$ cat config.mk
export PLATFORM = sky130hd
export DESIGN_NAME = hazard_ctrl
export DESIGN_NICKNAME = d
export VERILOG_FILES = /design/src/rtl/hazard_pkg.sv /design/src/rtl/hazard_fwd_unit.sv /design/src/rtl/hazard_ctrl.sv
export VERILOG_INCLUDE_DIRS = /design/src /design/src/rtl
export SDC_FILE = /design/constraint.sdc
export NUM_CORES = 1
export LEC_CHECK = 0
export ABC_AREA = 1
export BUFFER_PORTS_ARGS = -buffer_cell sky130_fd_sc_hd__buf_2
export CELL_PAD_IN_SITES_DETAIL_PLACEMENT = 2
export CELL_PAD_IN_SITES_GLOBAL_PLACEMENT = 2
export CORE_AREA = 2 2 53 105
export CTS_CLUSTER_DIAMETER = 80
export DETAILED_ROUTE_END_ITERATION = 7
export DIE_AREA = 0 0 55 107
export PLACE_DENSITY = 0.83
export SLEW_MARGIN = 0
export SYNTH_ARGS = -nofsm -noshare
export SYNTH_HDL_FRONTEND = slang
export SYNTH_SLANG_ARGS = --single-unit
$ cat constraint.sdc
create_clock -name clk -period 1.3 [get_ports clk]
set_input_delay 0.26 -clock clk [delete_from_list [all_inputs] [get_ports clk]]
set_output_delay 0.26 -clock clk [all_outputs]
set_load 0.005 [all_outputs]
$ cat src/rtl/opcodes.v
// RV32I major-opcode macros (instr[6:0]) shared by decode and hazard logic.
`ifndef OPCODES_V
`define OPCODES_V
`define OPC_LOAD    7'b0000011
`define OPC_I_TYPE  7'b0010011
`define OPC_AUIPC   7'b0010111
`define OPC_STORE   7'b0100011
`define OPC_R_TYPE  7'b0110011
`define OPC_LUI     7'b0110111
`define OPC_BRANCH  7'b1100011
`define OPC_JALR    7'b1100111
`define OPC_JAL     7'b1101111
`endif

$ cat src/rtl/hazard_pkg.sv
// Shared types for the hazard controller: FSM states and forwarding selects.
package hazard_pkg;
  typedef enum logic [1:0] {RUN, LU_STALL, REDIRECT} hz_state_e;

  localparam logic [1:0] FWD_RF  = 2'b00;
  localparam logic [1:0] FWD_MEM = 2'b01;
  localparam logic [1:0] FWD_WB  = 2'b10;

  // MEM holds the younger result, so it wins over WB.
  function automatic logic [1:0] fwd_pick(input logic mem_hit, input logic wb_hit);
    if (mem_hit)     return FWD_MEM;
    else if (wb_hit) return FWD_WB;
    else             return FWD_RF;
  endfunction
endpackage

$ cat src/rtl/hazard_fwd_unit.sv
// Combinational EX operand forwarding compare; one lane per EX source operand.
module hazard_fwd_unit
  import hazard_pkg::*;
#(
  parameter int XLEN_RA = 5
) (
  input  logic [XLEN_RA-1:0] mem_rd,
  input  logic               mem_reg_write,
  input  logic [XLEN_RA-1:0] wb_rd,
  input  logic               wb_reg_write,
  input  logic [XLEN_RA-1:0] ex_rs1,
  input  logic [XLEN_RA-1:0] ex_rs2,
  output logic [1:0]         fwd_a_sel,
  output logic [1:0]         fwd_b_sel
);
  localparam int NUM_SRC = 2;

  logic [NUM_SRC-1:0][XLEN_RA-1:0] src;
  logic [NUM_SRC-1:0][1:0]         sel;

  assign src       = {ex_rs2, ex_rs1};
  assign fwd_a_sel = sel[0];
  assign fwd_b_sel = sel[1];

  // x0 is hardwired zero and never a forwarding source.
  for (genvar i = 0; i < NUM_SRC; i++) begin : g_src
    assign sel[i] = fwd_pick(mem_reg_write && (mem_rd != '0) && (mem_rd == src[i]),
                             wb_reg_write  && (wb_rd  != '0) && (wb_rd  == src[i]));
  end
endmodule

$ cat src/rtl/hazard_ctrl.sv
// Load-use / redirect stall-flush sequencer plus EX forwarding selects.
// Optional HAZARD_PERF_EN adds stall_cnt / flush_cnt performance counters.
`include "opcodes.v"

module hazard_ctrl
  import hazard_pkg::*;
#(
  parameter int REDIRECT_BUBBLES = 1,
  parameter int XLEN_RA          = 5
) (
  input  logic               clk,
  input  logic               rst,
  input  logic               id_valid,
  input  logic [31:0]        id_instr,
  input  logic               ex_valid,
  input  logic [XLEN_RA-1:0] ex_rd,
  input  logic               ex_is_load,
  input  logic               ex_redirect,
  input  logic [XLEN_RA-1:0] mem_rd,
  input  logic               mem_reg_write,
  input  logic [XLEN_RA-1:0] wb_rd,
  input  logic               wb_reg_write,
  input  logic [XLEN_RA-1:0] ex_rs1,
  input  logic [XLEN_RA-1:0] ex_rs2,
  output logic               stall_if,
  output logic               stall_id,
  output logic               flush_id,
  output logic               flush_ex,
`ifdef HAZARD_PERF_EN
  output logic [31:0]        stall_cnt,
  output logic [31:0]        flush_cnt,
`endif
  output logic [1:0]         fwd_a_sel,
  output logic [1:0]         fwd_b_sel
);
  localparam logic [2:0] CNT_RELOAD = 3'(REDIRECT_BUBBLES - 1);

  hz_state_e    state, state_n;
  logic [2:0]   cnt, cnt_n;
  logic         uses_rs1, uses_rs2, load_use;
  logic [XLEN_RA-1:0] rs1, rs2;
  logic         unused_instr;

  assign rs1          = id_instr[15 +: XLEN_RA];
  assign rs2          = id_instr[20 +: XLEN_RA];
  assign unused_instr = ^{id_instr[31:25], id_instr[14:7]};

  always_comb begin
    uses_rs1 = 1'b0;
    uses_rs2 = 1'b0;
    case (id_instr[6:0])
      `OPC_R_TYPE, `OPC_STORE, `OPC_BRANCH: begin
        uses_rs1 = 1'b1;
        uses_rs2 = 1'b1;
      end
      `OPC_I_TYPE, `OPC_JALR, `OPC_LOAD: uses_rs1 = 1'b1;
      default: ;
    endcase
  end

  assign load_use = id_valid && ex_valid && ex_is_load && (ex_rd != '0) &&
                    ((uses_rs1 && (rs1 == ex_rd)) || (uses_rs2 && (rs2 == ex_rd)));

  always_ff @(posedge clk) begin
    if (rst) begin
      state <= RUN;
      cnt   <= '0;
    end else begin
      state <= state_n;
      cnt   <= cnt_n;
    end
  end

  // Redirect outranks load-use: the stalled instruction is wrong-path anyway.
  always_comb begin
    state_n  = state;
    cnt_n    = cnt;
    stall_if = 1'b0;
    stall_id = 1'b0;
    flush_id = 1'b0;
    flush_ex = 1'b0;
    case (state)
      RUN: begin
        if (ex_redirect) begin
          flush_id = 1'b1;
          flush_ex = 1'b1;
          if (REDIRECT_BUBBLES > 1) begin
            state_n = REDIRECT;
            cnt_n   = CNT_RELOAD;
          end
        end else if (load_use) begin
          stall_if = 1'b1;
          stall_id = 1'b1;
          flush_ex = 1'b1;
          state_n  = LU_STALL;
        end
      end
      // Load has moved to MEM and will be forwarded; EX is a bubble.
      LU_STALL: state_n = RUN;
      REDIRECT: begin
        flush_id = 1'b1;
        if (ex_redirect) begin
          cnt_n = CNT_RELOAD;
        end else if (cnt <= 3'd1) begin
          state_n = RUN;
          cnt_n   = '0;
        end else begin
          cnt_n = cnt - 3'd1;
        end
      end
      default: begin
        state_n = RUN;
        cnt_n   = '0;
      end
    endcase
  end

`ifdef HAZARD_PERF_EN
  always_ff @(posedge clk) begin
    if (rst) begin
      stall_cnt <= '0;
      flush_cnt <= '0;
    end else begin
      if (stall_id) stall_cnt <= stall_cnt + 32'd1;
      if (flush_id) flush_cnt <= flush_cnt + 32'd1;
    end
  end
`endif

  hazard_fwd_unit #(.XLEN_RA(XLEN_RA)) u_fwd (
    .mem_rd        (mem_rd),
    .mem_reg_write (mem_reg_write),
    .wb_rd         (wb_rd),
    .wb_reg_write  (wb_reg_write),
    .ex_rs1        (ex_rs1),
    .ex_rs2        (ex_rs2),
    .fwd_a_sel     (fwd_a_sel),
    .fwd_b_sel     (fwd_b_sel)
  );
endmodule

=== Word-level counts from Yosys, hierarchy flattened ===
Index checks and enable logic that the tools add are counted.

* Add/subtract/negate cells: 1
* $lt $le $gt $ge: 1
* Equal/unequal tests: 18
* Mux-type cells: 21
* Reductions and logical operators: 21

{| class="wikitable"
|+ Operators with widths
! cell !! number
|-
| 5-bit == test || 6
|-
| 2-bit two-way mux || 8
|-
| 5-bit nonzero test || 3
|-
| 7-bit by 6-bit == test with 1-bit output (second input constant) || 2
|-
| 7-bit == test (second input constant) || 2
|-
| 1-bit logical AND || 12
|-
| 1-bit two-way mux || 8
|-
| 2-bit != test (second input constant) || 4
|-
| 7-bit by 2-bit == test with 1-bit output (second input constant) || 1
|-
| 7-bit by 5-bit == test with 1-bit output (second input constant) || 1
|-
| 3-bit two-way mux || 2
|-
| 3-bit case mux with 2 select lines || 1
|-
| 6-bit OR reduction || 1
|-
| 2-bit case mux with 2 select lines || 1
|-
| 4-bit AND reduction || 1
|-
| 3-bit by 1-bit less-or-equal comparator with 1-bit output (second input constant) || 1
|-
| 3-bit OR reduction || 1
|-
| 3-bit by 1-bit subtractor with 3-bit output (second input constant) || 1
|-
| 2-bit by 1-bit == test with 1-bit output (second input constant) || 1
|-
| 2-bit == test (second input constant) || 1
|-
| 2-bit zero test || 1
|-
| 1-bit case mux with 2 select lines || 1
|-
| 2-bit OR reduction || 1
|-
| 1-bit logical OR || 1
|}

* Bits in registers: 5
* Input bits: 65
* Output and inout bits: 8
* Logic and storage cells: 64

=== Logic depth before layout (Yosys ltp) ===
Gate-level depths: netlist of the first run.

* Depth in word-level cells: 9
* Gate-level depth with buffers: 9
* Gate-level depth less buffers: 8

=== Modules after synthesis ===
A second synthesis of the first run with hierarchy kept.

* Cells, all modules: 158
* Area total of the unflattened synthesis: 713.2 sq um

{| class="wikitable"
|+ Modules (own cells, without submodules)
! module !! instances !! cells each !! area each (sq um) !! seq. area each (sq um)
|-
| hazard_fwd_unit || 1 || 81 || 362.8 || 0.0
|-
| hazard_ctrl || 1 || 77 || 350.3 || 20.0
|}

=== Least setup slack after synthesis of the first run ===
OpenSTA, ideal clock, no wires.

* Kind: input port to output port
* From: in id_instr[1]
* To: out stall_if
* Data arrival time: 0.933 ns
* Data required time: 1.040 ns
* Setup slack: 0.107 ns
* Stages on the path: 7
* Path buffers: 1
* Path through: inv_1 > nor3_1 > nand3_1 > nor2_1 > nand3_2 > inv_1 > buf_4

* Word-level cells in the longest chain between the ends: 9
* Elaborated cells between the ends (all ways): 17
* Those cells by class: 6 x eq/ne; 5 x mux; 6 x reduce/logical

{| class="wikitable"
|+ RTL lines
! element !! RTL line !! text
|-
| start: declaration || hazard_ctrl.sv:14 || <nowiki>input logic [31:0] id_instr,</nowiki>
|-
| 7-bit by 6-bit == test with 1-bit output (tied with other cells) || hazard_ctrl.sv:51 || <nowiki>case (id_instr[6:0])</nowiki>
|-
| 6-bit OR reduction (no line) or 3-bit OR reduction (tied branches) || n/a ||
|-
| 1-bit two-way mux || hazard_ctrl.sv:51 ||
|-
| 1-bit logical AND || hazard_ctrl.sv:62 || <nowiki>((uses_rs1 && (rs1 == ex_rd)) || (uses_rs2 && (rs2 == ex_rd)));</nowiki>
|-
| 1-bit logical OR (*) || hazard_ctrl.sv:62 ||
|-
| 1-bit logical AND (*) || hazard_ctrl.sv:61 || <nowiki>assign load_use = id_valid && ex_valid && ex_is_load && (ex_rd != '0) &&</nowiki>
|-
| 1-bit two-way mux (*) (3 in a row) || n/a ||
|-
| end: declaration || hazard_ctrl.sv:25 || <nowiki>output logic stall_if,</nowiki>
|}

Every way passes the cells marked *; elsewhere a longest branch is shown, timed or not.

=== Worst setup path in the final report of the first run ===
* From: in ex_rd[2]
* To: out flush_ex

* Word-level cells in the longest chain between the ends: 7
* Elaborated cells between the ends (all ways): 11
* Those cells by class: 2 x eq/ne; 3 x mux; 6 x reduce/logical

{| class="wikitable"
|+ RTL lines
! element !! RTL line !! text
|-
| start: declaration || hazard_ctrl.sv:16 || <nowiki>input logic [XLEN_RA-1:0] ex_rd,</nowiki>
|-
| 5-bit == test || hazard_ctrl.sv:62 ||
|-
| 1-bit logical AND || hazard_ctrl.sv:62 ||
|-
| 1-bit logical OR || hazard_ctrl.sv:62 ||
|-
| 1-bit logical AND (*) || hazard_ctrl.sv:61 ||
|-
| 1-bit two-way mux (*) || hazard_ctrl.sv:91 || <nowiki>end else if (load_use) begin</nowiki>
|-
| 1-bit two-way mux (*) || hazard_ctrl.sv:84 || <nowiki>if (ex_redirect) begin</nowiki>
|-
| 1-bit two-way mux (*) || hazard_ctrl.sv:82 || <nowiki>case (state)</nowiki>
|-
| end: declaration || hazard_ctrl.sv:28 || <nowiki>output logic flush_ex,</nowiki>
|}

Marks and branches as above.

==> results of run 1 <==
path summary, 6_finish.rpt:
check | slack [ns] | endpoint | cells after the start
max | -0.06 | flush_ex | 10
max reg2reg | 0.36 | state[0] | 5
min reg2reg | 0.76 | state[0] | 5
min | 0.43 | state[0] | 2
repair_timing:
action                                  in CTS  in global routing
setup buffers                                1                  0
gates resized for setup                     40                 72
pin swaps                                   22                 37
endpoints found under the setup margin       6                  8
layout by cell type, fill, tap and decap left out:
master / Yosys / final
a21oi_1: 1 / 1
buf_2: 0 / 24
buf_4: 1 / 4
buf_6: 0 / 28
buf_8: 0 / 4
dfxtp_1: 1 / 1
inv_1: 16 / 9
inv_2: 5 / 10
inv_4: 0 / 2
nand2_1: 37 / 22
nand2_2: 1 / 16
nand3_1: 4 / 2
nand3_2: 2 / 4
nand3b_1: 2 / 2
nand4_1: 2 / 2
nor2_1: 16 / 11
nor2_2: 4 / 7
nor2_4: 0 / 2
nor3_2: 2 / 2
nor3_4: 0 / 2
o21ai_1: 2 / 2
o21ai_2: 1 / 1
o21ai_4: 0 / 1
xnor2_1: 12 / 3
xnor2_2: 0 / 4
xnor2_4: 0 / 5
xor2_1: 8 / 8
final cells by class:
class	count	area, um2
fill	601	3630
inverter	21	83.8
multi-input combinational	97	759
sequential	1	20.0
tap	58	72.6
timing repair buffer	60	526
kinds of logic (layout without fill, tap and decap cells):
kind of cell / Yosys count / after routing / synth area share [%]
compound gates: 5 / 5 / 4.51
xor+xnor: 20 / 20 / 27.5
buf+inv: 22 / 81 / 13.5
flops: 1 / 1 / 3.14
simple gates: 72 / 72 / 51.4
power groups by stage:
| stage | Clock (mW) | Sequential (mW) | Combinational (mW) |
|---|---|---|---|
| 2_1_floorplan | 0 | 0.0313 | 0.129 |
| 3_3_place_gp | 0 | 0.0313 | 0.270 |
| 3_5_place_dp | 0 | 0.0313 | 0.278 |
| 4_1_cts | 0 | 0.0313 | 0.334 |
| 5_1_grt | 0 | 0.0313 | 0.473 |
| 6_report | 0 | 0.0313 | 0.432 |
cells in the mapped netlist, drive strengths merged:
| library cell | n | share of area [%] |
|---|---|---|
| inv | 21 | 12 |
| buf | 1 | 1.2 |
| xor2 | 8 | 11 |
| o21ai | 4 | 3.7 |
| nand3 | 6 | 6.3 |
| xnor2 | 12 | 16 |
| nand2 | 38 | 23 |
| nand4 | 2 | 2.0 |
| nor3 | 4 | 4.7 |
| dfxtp | 1 | 3.1 |
| a21oi | 1 | 0.78 |
| nor2 | 20 | 13 |
| nand3b | 2 | 2.4 |
per-layer routing:
metal	global-route usage, %	wire, um	up-vias
li1	-	-	479
met1	6.56	704	462
met2	24.7	2150	42
met3	0.418	179	0
met4	0	0	0
met5	0	0	-
through the flow:
stage                     area [um2]  power [mW]  std cells  util, %
after floorplan                  638       0.160        120        -
after global placement          1000       0.302        236     19.7
after detailed placement        1000       0.309        236     19.7
after CTS                       1170       0.366        237     23.0
after global routing            1460       0.504        237     28.7
final                           1460       0.464        237     28.7
worst max-delay path: cells and delay by family:
kind | cells | cell delay, ns
and+or+nand+nor | 7 | 0.61
buffers and inverters | 3 | 0.23
==> reports/qor.yml, run 1 <==
finish:
  reg_top3: "state x1"
  regMostFlops: "state"
  antenna_cells: 0
  drive_gt1_share_pct: 64.8
  area_growth_pct: 129
  nNetsFinal: 246
  largest_register_ffs: 1
worst_setup_path:
  arrival_ns: 1.10
  slowest_delay_ns: 0.11
  crit_path_cell_trace: "buf_8 > inv_4 > nand2_2 > nand2_2 > nor2_2 > nand3_2 > nand2_2 > nand3b_1 > nand2_1 > buf_2"
  cp-end-kind: "output port"
  cp-start-kind: "input pin"
  worst_ep_required_time_ns: 1.04
  crit_type: "input pin to output port"
  critPathLaunch: "ex_rd[2]"
  r2r-start: "state[0]"
  critical_path.slowest_cell: "nor2_2"
  path_max_fanout: 3
  cp_common_cell: "nand2_2"
timing:
  relSlewSlack_pct: 88.9
  hold_viol: 0
  skew_ns: 0
  hold_ws_ns: 0.426
  tightest_slew_ns: 0.166
  fin_crit_sh_pct: 105
  maxSlewViolCount: 0
  timing.setup.tns_ns: -0.125
  fin_crit_ns: 1.36
  setup_ws_ns: -0.0593
  max_freq_ghz: 0.736
  setup_viol: 3
  rsz0062_at_grt: "yes"
route:
  dr.pass1.iters: 2
  vias: 983
  drtAntennaViolNets: 0
  drt-initial-drc-count: 1
  via_per_inst: 4.15
  wl_um: 3040
  post_drt_wl_per_cell_um: 12.8
  drc: 0
power_and_ir_drop:
  p_leak_nw: 0.736
  clkPwrFrac_pct: 0
  power_frac_comb_pct: 93.2
  powerDensity_nw_per_um2: 317
  p_sw_share_pct: 41.7
  netSwitchingPower_mw: 0.193
  intPower_mw: 0.271
  power_frac_seq_pct: 6.8
  ir_worst_vdd_mv: 0.141
die:
  die-area_um2: 5890
  core-area_um2: 5090
  die_w_um: 55
  die_y_um: 107
  io_pins: 73
  rows: 37
  start_util_pct: 12.5
placed_design:
  hpwl_um: 2600
  pre_cts_ws_ns: -0.144
  place.gp.congestion: 0.646
  numPortBuffers: 57
logic_synthesis:
  synth-seq-cells: 1
  ys_types: 20
  synth_area_per_cell_um2: 5.32
  synthCells: 120
  ys_seq_area_share_pct: 3.14
  synth_area_um2: 638
  yosysWarnings: 0
  syn_nets: 185
hold_path:
  worstHoldStart: "rst"
  hold_class: "input pin to flop"
global_routing:
  grt_use_total_pct: 9.94
  first_global_vias: 1049
  gr-total-overflow: 0
  antenna_found_initial: 0
  grt_max_degree: 5
  grt_pass1_wl_um: 4350
clock_tree:
  clk_latency_ns: 0
  cts_hold_repair.buffers: 0
  cts.clk_slew.worst_paths_ns: 0
status:
  outcome: "finished with violations"
  violations: "setup timing"
flow_run:
  drv_cap: 0
Power figures use the tool's default switching activity.
==> run 2, diff against run 1 <==
- ABC_AREA: 1 -> 0
- CORE_AREA: 2 2 53 105 -> 2 2 49 96
- DIE_AREA: 0 0 55 107 -> 0 0 51 98
- PLACE_DENSITY: 0.83 -> 0.82
==> reports/qor.yml, run 2 <==
logic_synthesis:
  synth_ff_type: "dfxtp_1"
  async_reset_ff_share_pct: 0
  synth-seq-cells: 1
  synth.top_cell.area_share_pct: 37.8
  synth_edf_count: 0
  yosysWarnings: 0
  syn_nets: 125
  ys_types: 21
  synth_area_um2: 487
  synth_area_per_cell_um2: 8.11
  synth.most_common_cell: "xor2_1"
  ys_top_cells_by_count: "xor2_1 (21), xnor2_1 (9), or4_1 (5)"
  yosysTopAreaCell: "xor2_1"
  synthTopCellsByArea: "xor2_1 (38%), xnor2_1 (16%), or4_1 (7.7%)"
  synthCells: 60
  ys_seq_area_share_pct: 4.11
worst_setup_path:
  cp-start-kind: "input pin"
  slowest_delay_ns: 0.37
  crit_path_cell_trace: "buf_6 > xor2_1 > nor4_1 > o2111ai_1 > a211o_1 > nor2_2 > buf_2"
  worst_ep_required_time_ns: 1.04
  arrival_ns: 1.57
  critical_path.slowest_cell: "a211o_1"
  path_max_fanout: 3
  cp-end-kind: "output port"
  crit_family: "compound AO/OA/AOI/OAI gates"
  crit_type: "input pin to output port"
  critPathBufInv: 2
global_routing:
  grt_pass1_wl_um: 4270
  gr-total-overflow: 0
  grt_max_degree: 4
  grt_use_total_pct: 11.4
  first_global_vias: 957
  antenna_found_initial: 0
timing:
  maxSlewViolCount: 0
  relSlewSlack_pct: 79.7
  rsz0062_at_grt: "yes"
  fin_crit_ns: 1.83
  hold_viol: 0
  setup_viol: 8
  fin_crit_sh_pct: 141
  skew_ns: 0
  tightest_slew_ns: 0.302
  setup_ws_ns: -0.530
  max_freq_ghz: 0.546
  timing.setup.tns_ns: -3.34
finish:
  reg_top3: "state x1"
  nNetsFinal: 206
  largest_register_ffs: 1
  finalCoreUtilization_pct: 27.4
  drive_gt1_share_pct: 67.6
  antenna_cells: 0
  final_common_cell: "buf_2"
  fillerInstances: 511
  area_growth_pct: 142
  regMostFlops: "state"
  final_cell_mix: "buf_2 (45), xor2_1 (21), buf_4 (20)"
status:
  outcome: "finished with violations"
  violations: "setup timing"
die:
  die-area_um2: 5000
  die_w_um: 51
  die_y_um: 98
  rows: 34
  start_util_pct: 11.3
  io_pins: 73
  core-area_um2: 4300
route:
  wl_um: 2940
  drtAntennaViolNets: 0
  dr.pass1.iters: 2
  drt-initial-drc-count: 5
  via_per_inst: 4.16
  vias: 803
  post_drt_wl_per_cell_um: 15.2
  drc: 0
power_and_ir_drop:
  power_frac_seq_pct: 8.5
  intPower_mw: 0.222
  p_sw_share_pct: 39.7
  clkPwrFrac_pct: 0
  ir_worst_vdd_mv: 0.164
  powerDensity_nw_per_um2: 314
  finalPower_mw: 0.369
  power_frac_comb_pct: 91.5
  netSwitchingPower_mw: 0.146
  p_leak_nw: 0.554
clock_tree:
  cts.clk_slew.worst_paths_ns: 0
  clk_latency_ns: 0
  cts_setup_buffers: 0
placed_design:
  numPortBuffers: 57
  pre_cts_ws_ns: -0.541
  place.gp.congestion: 0.716
  hpwl_um: 2580
flow_run:
  drv_cap: 0
hold_path:
  hold_class: "input pin to flop"
==> run 2: cell types whose count changed after synthesis, sizes merged, moves of 2 or more <==
cell and change:
xor2 +13, nand3 -3, or4 +5, nor3 -2, xnor2 -3, nand2 -38, nor4 +5, nor2 -18
inv -21
==> run 2: final timing paths <==
kind / from / to / slack (ns) / depth (start not counted)
worst max-delay path: id_instr[24] / stall_if / -0.53 / 7
worst min-delay path: rst / state[0] / 0.45 / 2
worst max register to register: state[0] / state[0] / -0.01 / 5
worst min register to register: state[0] / state[0] / 0.81 / 5
==> run 2: routing by layer <==
metal | routed length, um | GRT usage (%) | part of all wire [%] | vias to the layer above
li1 | - | - | - | 377
met4 | 0 | 0 | 0 | 0
met2 | 2020 | 29.4 | 69 | 58
met5 | 0 | 0 | 0 | -
met1 | 665 | 6.81 | 23 | 368
met3 | 249 | 1.53 | 8.5 | 0
==> run 2: what timing repair did <==
action / 4_1_cts / 5_1_grt
endpoints found under the hold margin: 0 / 0
resized for setup: 20 / 16
hold buffers: 0 / 0
pin swaps: 4 / 10
setup endpoints to repair: 8 / 8
==> run 2: final cells by class <==
cell class | instances | area (um2) | share of cell area (%)
timing repair buffer | 80 | 544 | 46.3
tap | 54 | 67.6 | 5.74
sequential | 1 | 20.0 | 1.70
multi-input combinational | 58 | 544 | 46.3
==> run 2: metrics by stage <==
stage	hold WS [ns]	instance area, um2	instances
floorplan	0.329	489	60
global placement	0.429	1010	193
detailed placement	0.431	1010	193
CTS	0.431	1090	193
global route	0.462	1180	193
finish	0.452	1180	193
==> run 2: power by group through the flow <==
stage | clock [mW] | sequential, mW | combinational (mW)
after detailed placement | 0 | 0.0313 | 0.277
after floorplan | 0 | 0.0313 | 0.0896
after global routing | 0 | 0.0313 | 0.366
after CTS | 0 | 0.0313 | 0.307
final | 0 | 0.0313 | 0.337
after global placement | 0 | 0.0313 | 0.267
==> run 2: logic make-up after synthesis <==
logic type	Yosys count	share of synthesized area, %
xor gates and xnor gates	30	54.0
buffers and inverters	1	1.54
AOI/OAI and AO/OA	6	8.48
and+or+nand+nor	22	31.9
DFF	1	4.11
